### config.mk
export PLATFORM = sky130hd
export DESIGN_NAME = mem_sequencer_flat
export DESIGN_NICKNAME = d
export VERILOG_FILES = /design/src/rtl/mem_sequencer_if.sv /design/src/rtl/mem_sequencer.sv /design/src/flat_wrapper.sv
export SDC_FILE = /design/constraint.sdc
export NUM_CORES = 1
export LEC_CHECK = 0
export CORE_ASPECT_RATIO = 1.4
export CORE_MARGIN = 4
export CORE_UTILIZATION = 59
export CTS_BUF_LIST = sky130_fd_sc_hd__clkbuf_8
export DETAILED_ROUTE_END_ITERATION = 10
export DONT_BUFFER_PORTS = 1
export PLACE_DENSITY = 0.86
export SYNTH_ARGS = -nofsm -noshare
export SYNTH_HDL_FRONTEND = slang
export SYNTH_SLANG_ARGS = --single-unit
### constraint.sdc
create_clock -name clk -period 4.4 [get_ports clk]
set_clock_uncertainty 0.2 [all_clocks]
set_input_delay 0.66 -clock clk [delete_from_list [all_inputs] [get_ports clk]]
set_output_delay 0.66 -clock clk [all_outputs]
set_load 0.01 [all_outputs]
### src/rtl/mem_sequencer_if.sv
// mem_sequencer_if: groups the signals between the core, the sequencer and the
// unified memory.
//   master modport : the sequencer. It takes the core requests and memory
//                    responses, and drives the core results and memory requests.
//   slave modport  : the environment (core plus memory) seen from outside.
//   Core side   : inst_ce_i, inst_addr_i, inst_o, data_ce_i, data_we_i,
//                 data_addr_i, data_wdata_i, data_rdata_o, stall_o, err_o
//   Memory side : mem_req_o, mem_we_o, mem_addr_o, mem_wdata_o, mem_rdata_i,
//                 mem_ack_i
interface mem_sequencer_if #(
  parameter int unsigned ADDR_WIDTH = 32,
  parameter int unsigned DATA_WIDTH = 32
);
  logic                  inst_ce_i;
  logic [ADDR_WIDTH-1:0] inst_addr_i;
  logic [DATA_WIDTH-1:0] inst_o;
  logic                  data_ce_i;
  logic                  data_we_i;
  logic [ADDR_WIDTH-1:0] data_addr_i;
  logic [DATA_WIDTH-1:0] data_wdata_i;
  logic [DATA_WIDTH-1:0] data_rdata_o;
  logic                  stall_o;
  logic                  err_o;
  logic                  mem_req_o;
  logic                  mem_we_o;
  logic [ADDR_WIDTH-1:0] mem_addr_o;
  logic [DATA_WIDTH-1:0] mem_wdata_o;
  logic [DATA_WIDTH-1:0] mem_rdata_i;
  logic                  mem_ack_i;

  modport master (
    input  inst_ce_i, inst_addr_i, data_ce_i, data_we_i, data_addr_i,
           data_wdata_i, mem_rdata_i, mem_ack_i,
    output inst_o, data_rdata_o, stall_o, err_o, mem_req_o, mem_we_o,
           mem_addr_o, mem_wdata_o
  );

  modport slave (
    output inst_ce_i, inst_addr_i, data_ce_i, data_we_i, data_addr_i,
           data_wdata_i, mem_rdata_i, mem_ack_i,
    input  inst_o, data_rdata_o, stall_o, err_o, mem_req_o, mem_we_o,
           mem_addr_o, mem_wdata_o
  );
endinterface

### src/rtl/mem_sequencer.sv
// mem_sequencer: puts the single-cycle core's instruction fetch and its optional
// load/store onto one shared, variable-latency memory port. Accesses run one at
// a time, fetch first. The returned words are held in registers, and the core
// stalls until every access it requested has completed.
// Ports:
//   clk, rst : clock, asynchronous active-high reset
//   bus      : mem_sequencer_if.master (core inst_*/data_* side plus mem_* port)
// Parameters: ADDR_WIDTH, DATA_WIDTH, TIMEOUT (busy-cycle limit).
// Optional feature: define MEMSEQ_TIMEOUT_EN to abort a transaction that has
// had no ack after TIMEOUT busy cycles and to set the sticky err_o.
module mem_sequencer #(
  parameter int unsigned ADDR_WIDTH = 32,
  parameter int unsigned DATA_WIDTH = 32,
  parameter int unsigned TIMEOUT    = 16
) (
  input logic              clk,
  input logic              rst,
  mem_sequencer_if.master  bus
);

  typedef enum logic [1:0] {IDLE, I_BUSY, D_BUSY} state_e;

  // A zero limit would abort every transaction before it could complete.
  if (TIMEOUT < 1) begin : g_timeout_range
    $error("mem_sequencer: TIMEOUT must be at least 1");
  end

  state_e                state_q, state_d;
  logic                  req_q, req_d;
  logic                  we_q, we_d;
  logic [ADDR_WIDTH-1:0] addr_q, addr_d;
  logic [DATA_WIDTH-1:0] wdata_q, wdata_d;
  logic [DATA_WIDTH-1:0] inst_q, inst_d;
  logic [DATA_WIDTH-1:0] rdata_q, rdata_d;
  logic                  done_i_q, done_i_d;
  logic                  done_d_q, done_d_d;
  logic                  stall_c;
  logic                  fetch_elig_c;
  logic                  data_elig_c;

`ifdef MEMSEQ_TIMEOUT_EN
  localparam int unsigned CNT_W = (TIMEOUT > 1) ? $clog2(TIMEOUT) : 1;
  localparam logic [DATA_WIDTH-1:0] NOP_INST = DATA_WIDTH'(32'h0000_0013);
  logic             err_q, err_d;
  logic [CNT_W-1:0] cnt_q, cnt_d;
  logic             cnt_hit_c;

  assign cnt_hit_c = (cnt_q == CNT_W'(TIMEOUT - 1));
`endif

  // The core may advance only once each access it asked for is done.
  assign stall_c      = (bus.inst_ce_i & ~done_i_q) | (bus.data_ce_i & ~done_d_q);
  assign fetch_elig_c = bus.inst_ce_i & ~done_i_q;
  // The data access is decoded from inst_o, so it waits for this cycle's fetch.
  assign data_elig_c  = bus.data_ce_i & ~done_d_q & (done_i_q | ~bus.inst_ce_i);

  // Next-state and register updates.
  always_comb begin
    state_d  = state_q;
    req_d    = req_q;
    we_d     = we_q;
    addr_d   = addr_q;
    wdata_d  = wdata_q;
    inst_d   = inst_q;
    rdata_d  = rdata_q;
    // The done flags clear when the core advances; a completion below overrides this.
    done_i_d = stall_c ? done_i_q : 1'b0;
    done_d_d = stall_c ? done_d_q : 1'b0;
`ifdef MEMSEQ_TIMEOUT_EN
    err_d    = err_q;
    cnt_d    = cnt_q;
`endif
    case (state_q)
      IDLE: begin
        if (fetch_elig_c) begin
          state_d = I_BUSY;
          req_d   = 1'b1;
          we_d    = 1'b0;
          addr_d  = bus.inst_addr_i;
`ifdef MEMSEQ_TIMEOUT_EN
          cnt_d   = '0;
`endif
        end else if (data_elig_c) begin
          state_d = D_BUSY;
          req_d   = 1'b1;
          we_d    = bus.data_we_i;
          addr_d  = bus.data_addr_i;
          wdata_d = bus.data_wdata_i;
`ifdef MEMSEQ_TIMEOUT_EN
          cnt_d   = '0;
`endif
        end
      end
      I_BUSY: begin
        if (bus.mem_ack_i) begin
          state_d  = IDLE;
          inst_d   = bus.mem_rdata_i;
          done_i_d = 1'b1;
          req_d    = 1'b0;
        end
`ifdef MEMSEQ_TIMEOUT_EN
        else if (cnt_hit_c) begin
          // Abort: give the core a NOP so it can keep going.
          state_d  = IDLE;
          inst_d   = NOP_INST;
          done_i_d = 1'b1;
          req_d    = 1'b0;
          err_d    = 1'b1;
        end else begin
          cnt_d = cnt_q + CNT_W'(1);
        end
`endif
      end
      D_BUSY: begin
        if (bus.mem_ack_i) begin
          state_d  = IDLE;
          if (!we_q) rdata_d = bus.mem_rdata_i;
          done_d_d = 1'b1;
          req_d    = 1'b0;
          we_d     = 1'b0;
        end
`ifdef MEMSEQ_TIMEOUT_EN
        else if (cnt_hit_c) begin
          state_d  = IDLE;
          if (!we_q) rdata_d = '0;
          done_d_d = 1'b1;
          req_d    = 1'b0;
          we_d     = 1'b0;
          err_d    = 1'b1;
        end else begin
          cnt_d = cnt_q + CNT_W'(1);
        end
`endif
      end
      default: state_d = IDLE;
    endcase
  end

  // State and output registers.
  always_ff @(posedge clk or posedge rst) begin
    if (rst) begin
      state_q  <= IDLE;
      req_q    <= 1'b0;
      we_q     <= 1'b0;
      addr_q   <= '0;
      wdata_q  <= '0;
      inst_q   <= '0;
      rdata_q  <= '0;
      done_i_q <= 1'b0;
      done_d_q <= 1'b0;
`ifdef MEMSEQ_TIMEOUT_EN
      err_q    <= 1'b0;
      cnt_q    <= '0;
`endif
    end else begin
      state_q  <= state_d;
      req_q    <= req_d;
      we_q     <= we_d;
      addr_q   <= addr_d;
      wdata_q  <= wdata_d;
      inst_q   <= inst_d;
      rdata_q  <= rdata_d;
      done_i_q <= done_i_d;
      done_d_q <= done_d_d;
`ifdef MEMSEQ_TIMEOUT_EN
      err_q    <= err_d;
      cnt_q    <= cnt_d;
`endif
    end
  end

  assign bus.inst_o       = inst_q;
  assign bus.data_rdata_o = rdata_q;
  assign bus.stall_o      = stall_c;
  assign bus.mem_req_o    = req_q;
  assign bus.mem_we_o     = we_q;
  assign bus.mem_addr_o   = addr_q;
  assign bus.mem_wdata_o  = wdata_q;
`ifdef MEMSEQ_TIMEOUT_EN
  assign bus.err_o        = err_q;
`else
  assign bus.err_o        = 1'b0;
`endif

endmodule

### src/flat_wrapper.sv
// flat-port wrapper written by rule: the top's interface ports become plain ports
module mem_sequencer_flat 
#(
  parameter int unsigned ADDR_WIDTH = 32,
  parameter int unsigned DATA_WIDTH = 32,
  parameter int unsigned TIMEOUT    = 16
)
  (clk, rst, bus_inst_ce_i, bus_inst_addr_i, bus_data_ce_i, bus_data_we_i, bus_data_addr_i, bus_data_wdata_i, bus_mem_rdata_i, bus_mem_ack_i, bus_inst_o, bus_data_rdata_o, bus_stall_o, bus_err_o, bus_mem_req_o, bus_mem_we_o, bus_mem_addr_o, bus_mem_wdata_o);
  mem_sequencer_if #(.ADDR_WIDTH(ADDR_WIDTH), .DATA_WIDTH(DATA_WIDTH)) bus_i ();
  input logic clk;
  input logic rst;
  input wire logic [$bits(bus_i.inst_ce_i)-1:0] bus_inst_ce_i;
  input wire logic [$bits(bus_i.inst_addr_i)-1:0] bus_inst_addr_i;
  input wire logic [$bits(bus_i.data_ce_i)-1:0] bus_data_ce_i;
  input wire logic [$bits(bus_i.data_we_i)-1:0] bus_data_we_i;
  input wire logic [$bits(bus_i.data_addr_i)-1:0] bus_data_addr_i;
  input wire logic [$bits(bus_i.data_wdata_i)-1:0] bus_data_wdata_i;
  input wire logic [$bits(bus_i.mem_rdata_i)-1:0] bus_mem_rdata_i;
  input wire logic [$bits(bus_i.mem_ack_i)-1:0] bus_mem_ack_i;
  output wire logic [$bits(bus_i.inst_o)-1:0] bus_inst_o;
  output wire logic [$bits(bus_i.data_rdata_o)-1:0] bus_data_rdata_o;
  output wire logic [$bits(bus_i.stall_o)-1:0] bus_stall_o;
  output wire logic [$bits(bus_i.err_o)-1:0] bus_err_o;
  output wire logic [$bits(bus_i.mem_req_o)-1:0] bus_mem_req_o;
  output wire logic [$bits(bus_i.mem_we_o)-1:0] bus_mem_we_o;
  output wire logic [$bits(bus_i.mem_addr_o)-1:0] bus_mem_addr_o;
  output wire logic [$bits(bus_i.mem_wdata_o)-1:0] bus_mem_wdata_o;
  assign bus_i.inst_ce_i = bus_inst_ce_i;
  assign bus_i.inst_addr_i = bus_inst_addr_i;
  assign bus_i.data_ce_i = bus_data_ce_i;
  assign bus_i.data_we_i = bus_data_we_i;
  assign bus_i.data_addr_i = bus_data_addr_i;
  assign bus_i.data_wdata_i = bus_data_wdata_i;
  assign bus_i.mem_rdata_i = bus_mem_rdata_i;
  assign bus_i.mem_ack_i = bus_mem_ack_i;
  assign bus_inst_o = bus_i.inst_o;
  assign bus_data_rdata_o = bus_i.data_rdata_o;
  assign bus_stall_o = bus_i.stall_o;
  assign bus_err_o = bus_i.err_o;
  assign bus_mem_req_o = bus_i.mem_req_o;
  assign bus_mem_we_o = bus_i.mem_we_o;
  assign bus_mem_addr_o = bus_i.mem_addr_o;
  assign bus_mem_wdata_o = bus_i.mem_wdata_o;
  mem_sequencer #(.ADDR_WIDTH(ADDR_WIDTH), .DATA_WIDTH(DATA_WIDTH), .TIMEOUT(TIMEOUT)) u_core (.clk(clk), .rst(rst), .bus(bus_i));
endmodule
==> summary.txt, run 1 <==
Detailed routing
  – Vias: 2900
  – Pre-antenna DRT Iters: 4
  – Via-to-Cell Ratio: approximately 5.8
  – Final WL: ~12000 um
  – Detail Route Antenna Nets: 0
  – Post-route DRC violation count: 0
  – Average wire per standard cell: around 25 um
  – Starting DRT DRC Count: 131

Global routing
  – Initial antenna violation count: 1
  – Grt total ovfl: 0
  – GRT Overall Usage: around a fifth
  – Vias in the first global route: approximately 3200
  – First-pass GRT wire length: roughly 18000 um
  – Largest net degree at the start of global routing: 83

Layout
  – Share of layout cells above drive strength 1: between 50% and 60%
  – Nets@finish: around 490
  – Syn-to-layout area delta: 7.76%
  – Finished Cell Area: between 6000 and 7000 sq um
  – # diodes: 0

Flow run
  – Max-Cap Viols: 0

Critical path
  – Crit-path cells: nand2b_4, a21oi_4, buf_4, mux2_2
  – R2r worst-path depth: 4
  – CP peak stage delay: roughly 0.48 ns
  – Worst path top cell family by delay: buffers and inverters
  – Critical Path Source: u_core.done_i_q
  – FF-to-FF End: u_core.bus.mem_addr_o[7]
  – Critical path endpoint: u_core.bus.mem_addr_o[7]
  – Setup CP Type: register to register
  – CP max stage cell: buf_4
  – Buffers plus inverters on the worst setup path: 1
  – Critical path depth: 4
  – FF-to-FF setup slack: approximately 1.9 ns
  – Reg2reg start: u_core.done_i_q
  – Critical Path Source Type: register
  – Critical Path AT: roughly 2.6 ns
  – Worst Setup End Kind: register
  – Required @ worst endpoint: 4.52 ns
  – Crit path max fanout: 36

Timing
  – F_max: between 300 and 400 MHz
  – Final period util: roughly 57%
  – Period minus WS final: 2.52 ns
  – Crit path setup slack, layout: between 1.5 and 2 ns
  – Worst Max-Slew Pin Slew: between 1 and 1.5 ns
  – Final setup TNS: 0 ns
  – RSZ-0062 raised after global routing: no
  – Final hold viol count: 0
  – Slew HR: around a quarter
  – Final setup violating endpoints: 0
  – Max Slew Vio Count: 0

Clock network
  – Post-CTS setup buffers: 0
  – Clock Latency Late Sink: 0.43 ns
  – CTS tree: done
  – CTS clock-pin slew for the worst setup and hold paths: 0.08 ns
  – Num CTS Buffers: 17
  – CTS H-tree lvls: 4
  – CTS Sinks: roughly 130
  – Cts hold-fix bufs: 0
  – Post-cts sizing count: 0
  – Maximum root-to-sink buffer count: 2
  – Root Buffer: clkbuf_8

Status
  – Outcome: completed

Synth
  – Dominant cell type by area after synthesis: dfrtp_1
  – Synth top area cells: dfrtp_1 56%, mux2_4 22%, mux2_2 14%
  – Top cell type's share of synthesized area: 56.5%
  – Net Count, Synth: between 400 and 500
  – Seq cells post-synth: 134
  – Mapped Cells: 348
  – Synthesized area: just under 6000 sq um
  – Yosys warning count: 0
  – Synth cell types: 28
  – Syn_area_per_cell: 17.1 sq um
  – Sequential area share after synthesis: between 50% and 60%

Floorplanning
  – Ports: between 200 and 300
  – DIE AREA: around 12000 sq um
  – Die X: between 90 and 100 um
  – # rows: 43
  – Die height: around 130 um
  – Core Area: 9900 sq um
  – Initial Utilization: 60.0%

Power and ir drop
  – LEAKAGE: ~0.0030 uW
  – Overall power after layout: between 5000 and 6000 uW
  – Cell Pwr Density: 820 nW/um^2
  – VDD IR max: roughly 0.38 mV

Placement
  – IO Port Bufs: 0
  – Final Wtd Congestion: 0.817
  – Placed Area: around 5900 sq um
  – HPWL after DPL: 9290 um
  – Place WS: about 1.7 ns

Min path
  – HP Class: primary input to asynchronous set/reset pin
[worst register-to-register path: cells and delay by family, from the launching register on]
kind / cells / cell delay [ns]
and+or+nand+nor: 1 / 0.46
buffers and inverters: 1 / 0.48
AOI/OAI and AO/OA: 1 / 0.47
muxes: 1 / 0.40
DFF: 1 / 0.40
[layout by cell type (no fill, tap or decap), types with 3 or more instances in the layout]
cell and count:
nand2_1 7, clkbuf_8 19, clkinvlp_4 4, ha_1 3
inv_1 4, mux2_4 86, a21oi_1 3, bufinv_16 5
dfrtp_1 134, mux2_2 73
[how the worst min path moves through the flow]
stage                             start                           to  slack (ns)
floorplan               u_core.done_i_q              u_core.done_i_q        0.26
global placement        u_core.done_i_q              u_core.done_i_q        0.28
detailed placement      u_core.done_i_q              u_core.done_i_q        0.30
CTS                 bus_mem_rdata_i[11]  u_core.bus.data_rdata_o[11]        0.14
global route         bus_mem_rdata_i[7]   u_core.bus.data_rdata_o[7]        0.13
finish                              rst   u_core.bus.mem_wdata_o[17]        0.13
[registers in the layout, summed over array words and instances (netlist names), 2 cells and up]
signal and cells:
u_core.bus.mem_addr_o 32, u_core.bus.mem_wdata_o 32, u_core.bus.data_rdata_o 32, u_core.bus.inst_o 32
u_core.state_q 2
[cells in the mapped netlist, drive strengths merged]
library cell and count:
mux2 160, dfrtp 134, buf 18, nand2 7, inv 5, a21oi 4, ha 3, nand2b 3
and2b 2, o21ai 2, a21bo 1, a32o 1, conb 1, nand3 1, nand4 1, nor2 1
nor4bb 1, o211ai 1, o311ai 1, or2 1
[area by class of cell]
cell class                      instances  area, sq um
Clock buffer                           19          262
Clock inverter                         12          200
Fill cell                             719         3500
Inverter                                5         22.5
Multi-Input combinational cell        191         2360
Sequential cell                       134         3350
Tap cell                              135          169
Timing Repair Buffer                    3         35.0
[layer usage]
layer	vias up	global-route usage, %	wire length [um]
met1	1478	22.1	4080
li1	1232	-	-
met2	158	36.7	6690
met3	30	8.72	1130
met5	-	0	13
met4	2	8.80	317
[power by group]
part	switching, uW	total, uW	leakage [uW]	internal [uW]
clock network	471	1170	0.000224	702
logic	481	1420	0.00119	935
registers	794	2660	0.00159	1860
total	1750	5250	0.00300	3500
[cell families after synthesis]
logic type	Yosys count	synth area share, %
mux	160	35.8
flops	134	56.5
buf+inv	23	3.84
simple gates	17	1.90
compound gates	10	1.31
fa+ha+maj	3	0.632
other cells	1	0.0632
[per-stage QoR]
step	instances	utilization (%)	hold WS, ns
2_1_floorplan	348	-	0.263
3_3_place_gp	468	60.0	0.285
3_5_place_dp	468	60.0	0.304
4_1_cts	499	64.6	0.137
5_1_grt	499	64.6	0.130
6_report	499	64.6	0.133
Note: power is estimated with default switching activity, not from simulation.
==> inputs of run 2 (changes only) <==
--- a/config.mk
+++ b/config.mk
@@ -5,13 +5,12 @@
 export SDC_FILE = /design/constraint.sdc
 export NUM_CORES = 1
 export LEC_CHECK = 0
-export CORE_ASPECT_RATIO = 1.4
 export CORE_MARGIN = 4
-export CORE_UTILIZATION = 59
+export CORE_UTILIZATION = 66
 export CTS_BUF_LIST = sky130_fd_sc_hd__clkbuf_8
 export DETAILED_ROUTE_END_ITERATION = 10
 export DONT_BUFFER_PORTS = 1
-export PLACE_DENSITY = 0.86
+export PLACE_DENSITY = 0.9
 export SYNTH_ARGS = -nofsm -noshare
 export SYNTH_HDL_FRONTEND = slang
 export SYNTH_SLANG_ARGS = --single-unit
==> constraint.sdc (replaced) <==
create_clock -name clk -period 2.6 [get_ports clk]
set_clock_uncertainty 0.2 [all_clocks]
set_input_delay 0.39 -clock clk [delete_from_list [all_inputs] [get_ports clk]]
set_output_delay 0.39 -clock clk [all_outputs]
set_load 0.01 [all_outputs]
==> run 2 against run 1 <==
Critical path depth decreased by 1. Die area shrank 10%. Core utilization is 16 points higher. Clock-buffer cell count is 2 lower. Total power is 74% higher. Via count increased by 12%. Global-route usage up 5.1 points. Cell area grew 11%. First-iteration DRC count shrank 13%. Critical path type unchanged. Critical endpoint is now u_core.bus.mem_wdata_o[26]. Largest cell class unchanged. Largest power group unchanged.
==> summary.txt, run 2 (synthesized netlist as in run 1, its figures left out) <==
Timing
  – Final hold viol count: 0 (unchanged)
  – F_max: 463 MHz (+17%)
  – Final setup TNS: 0 ns (unchanged)
  – RSZ-0062 raised after global routing: no
  – Period minus WS final: 2.16 ns (-0.358 ns)
  – Final setup violating endpoints: 0 (unchanged)
  – Final period util: 83.1% (+26 points)
  – Slew HR: 53.0% (+26 points)
  – Max Slew Vio Count: 0 (unchanged)
  – Worst Max-Slew Pin Slew: 0.705 ns (-0.396 ns)

Min path
  – HP Class: primary input to register
  – Hold path start: bus_data_addr_i[21]

Critical path
  – CP peak stage delay: 0.49 ns (about the same)
  – Required @ worst endpoint: 2.70 ns (-1.82 ns)
  – Worst Setup End Kind: register
  – Setup CP Type: register to register
  – CP max stage cell: mux2_1
  – Reg2reg start: u_core.done_i_q
  – Critical Path Source: u_core.done_i_q
  – Crit path max fanout: 32 (-11%)
  – Critical Path Source Type: register
  – FF-to-FF setup slack: 0.44 ns (-1.44 ns)
  – Critical Path AT: 2.26 ns (-0.37 ns)
  – Crit-path cells: nand2b_4, nand3_4, mux2_1

Floorplanning
  – DIE AREA: 10600 sq um (-10%)
  – Die height: 103 um (-19%)
  – Initial Utilization: 68.1% (+8.1 points)
  – Die X: 103 um (+11%)
  – # rows: 34 (-21%)
  – Core Area: 8720 sq um (-12%)
  – Ports: 266 (unchanged)

Detailed routing
  – Detail Route Antenna Nets: 0 (unchanged)
  – Starting DRT DRC Count: 114 (-13%)
  – Pre-antenna DRT Iters: 4 (unchanged)
  – Average wire per standard cell: 26.6 um (+8.7%)
  – Vias: 3257 (+12%)
  – Via-to-Cell Ratio: 5.99 (+3.0%)
  – Post-route DRC violation count: 0 (unchanged)
  – Final WL: 14500 um (+19%)

Clock network
  – CTS tree: done
  – Num CTS Buffers: 17 (unchanged)
  – Maximum root-to-sink buffer count: 2 (unchanged)
  – CTS clock-pin slew for the worst setup and hold paths: 0.08 ns (about the same)
  – Root Buffer: clkbuf_8
  – CTS H-tree lvls: 4 (unchanged)
  – Clock Latency Late Sink: 0.41 ns (-0.02 ns)
  – CTS Sinks: 134 (unchanged)

Global routing
  – Largest net degree at the start of global routing: 135 (+63%)
  – Initial antenna violation count: 1 (unchanged)
  – Grt total ovfl: 0 (unchanged)
  – First-pass GRT wire length: 20400 um (+11%)
  – GRT Overall Usage: 26.1% (+5.1 points)
  – Vias in the first global route: 3581 (+10%)

Flow run
  – Max-Cap Viols: 0 (unchanged)

Layout
  – Commonest cells after routing, fill and taps aside: 134 x dfrtp_1, 86 x mux2_4, 73 x mux2_2, 66 x dlygate4sd3_1, 17 x clkbuf_8
  – Share of layout cells above drive strength 1: 46.8% (-8.2 points)
  – Most common cell after layout, fill and taps aside: dfrtp_1
  – Nets@finish: 558 (+14%)
  – Syn-to-layout area delta: 19.1%

Placement
  – IO Port Bufs: 0 (unchanged)
  – Final Wtd Congestion: 0.767 (-6.1%)
  – HPWL after DPL: 9080 um (-2.3%)

Power and ir drop
  – VDD IR max: 0.712 mV (+88%)
  – Cell Pwr Density: 1290 nW/um^2 (+57%)
  – LEAKAGE: 0.00330 uW (+10%)
  – Overall power after layout: 9130 uW (+74%)

Status
  – Outcome: completed
==> run 2: worst paths after layout <==
path	cells past startpoint	endpoint
worst max-delay path	3	u_core.bus.mem_wdata_o[26]
worst min-delay path	2	u_core.bus.mem_addr_o[21]
worst max register to register	3	u_core.bus.mem_wdata_o[26]
worst min register to register	1	u_core.state_q[0]
max in group asynchronous	3	u_core.bus.mem_addr_o[27]
min in group asynchronous	3	u_core.bus.inst_o[23]
==> run 2: area by class of cell <==
class	instances	area, sq um
tap	108	135
clock inverter	15	220
multi-input combinational	191	2360
fill	437	1650
clock buffer	17	234
timing repair buffer	72	743
antenna	2	5.00
sequential	134	3350
inverter	5	22.5
==> run 2: repair_timing <==
item / CTS / global route
hold buffers: 66 / 0
setup buffers: 0 / 0
gates resized for setup: 0 / 0
endpoints found under the hold margin: 231 / 0
setup endpoints to repair: 0 / 0
==> run 2: metal layers <==
| metal | GRT usage (%) | vias up | wire length (um) |
|---|---|---|---|
| met1 | 28.1 | 1652 | 4830 |
| met4 | 9.76 | 0 | 381 |
| met3 | 10.5 | 35 | 1580 |
| met2 | 46.1 | 183 | 7700 |
| li1 | - | 1387 | - |
| met5 | 0 | - | 0 |
==> run 2: critical path, delay by kind of cell, from the launching register on <==
kind          cells  cell delay [ns]
flops             1             0.38
mux               1             0.49
simple gates      2             0.95
==> run 2: per-stage QoR <==
stage               setup slack [ns]  hold slack, ns  instance area (sq um)  util [%]  std cells
finish                         0.439          0.0394                   7070      81.1        544
global route                   0.343          0.0110                   7070      81.0        543
CTS                            0.477        0.000501                   7060      81.0        542
detailed placement             0.491           0.301                   5950      68.2        444
global placement               0.581           0.290                   5950      68.2        444
floorplan                      0.345           0.263                   5940         -        348
==> run 2: power breakdown <==
group / internal [uW] / switching (uW) / total [uW]
logic: 1680 / 928 / 2610
registers: 3150 / 1410 / 4560
clock network: 1080 / 880 / 1960
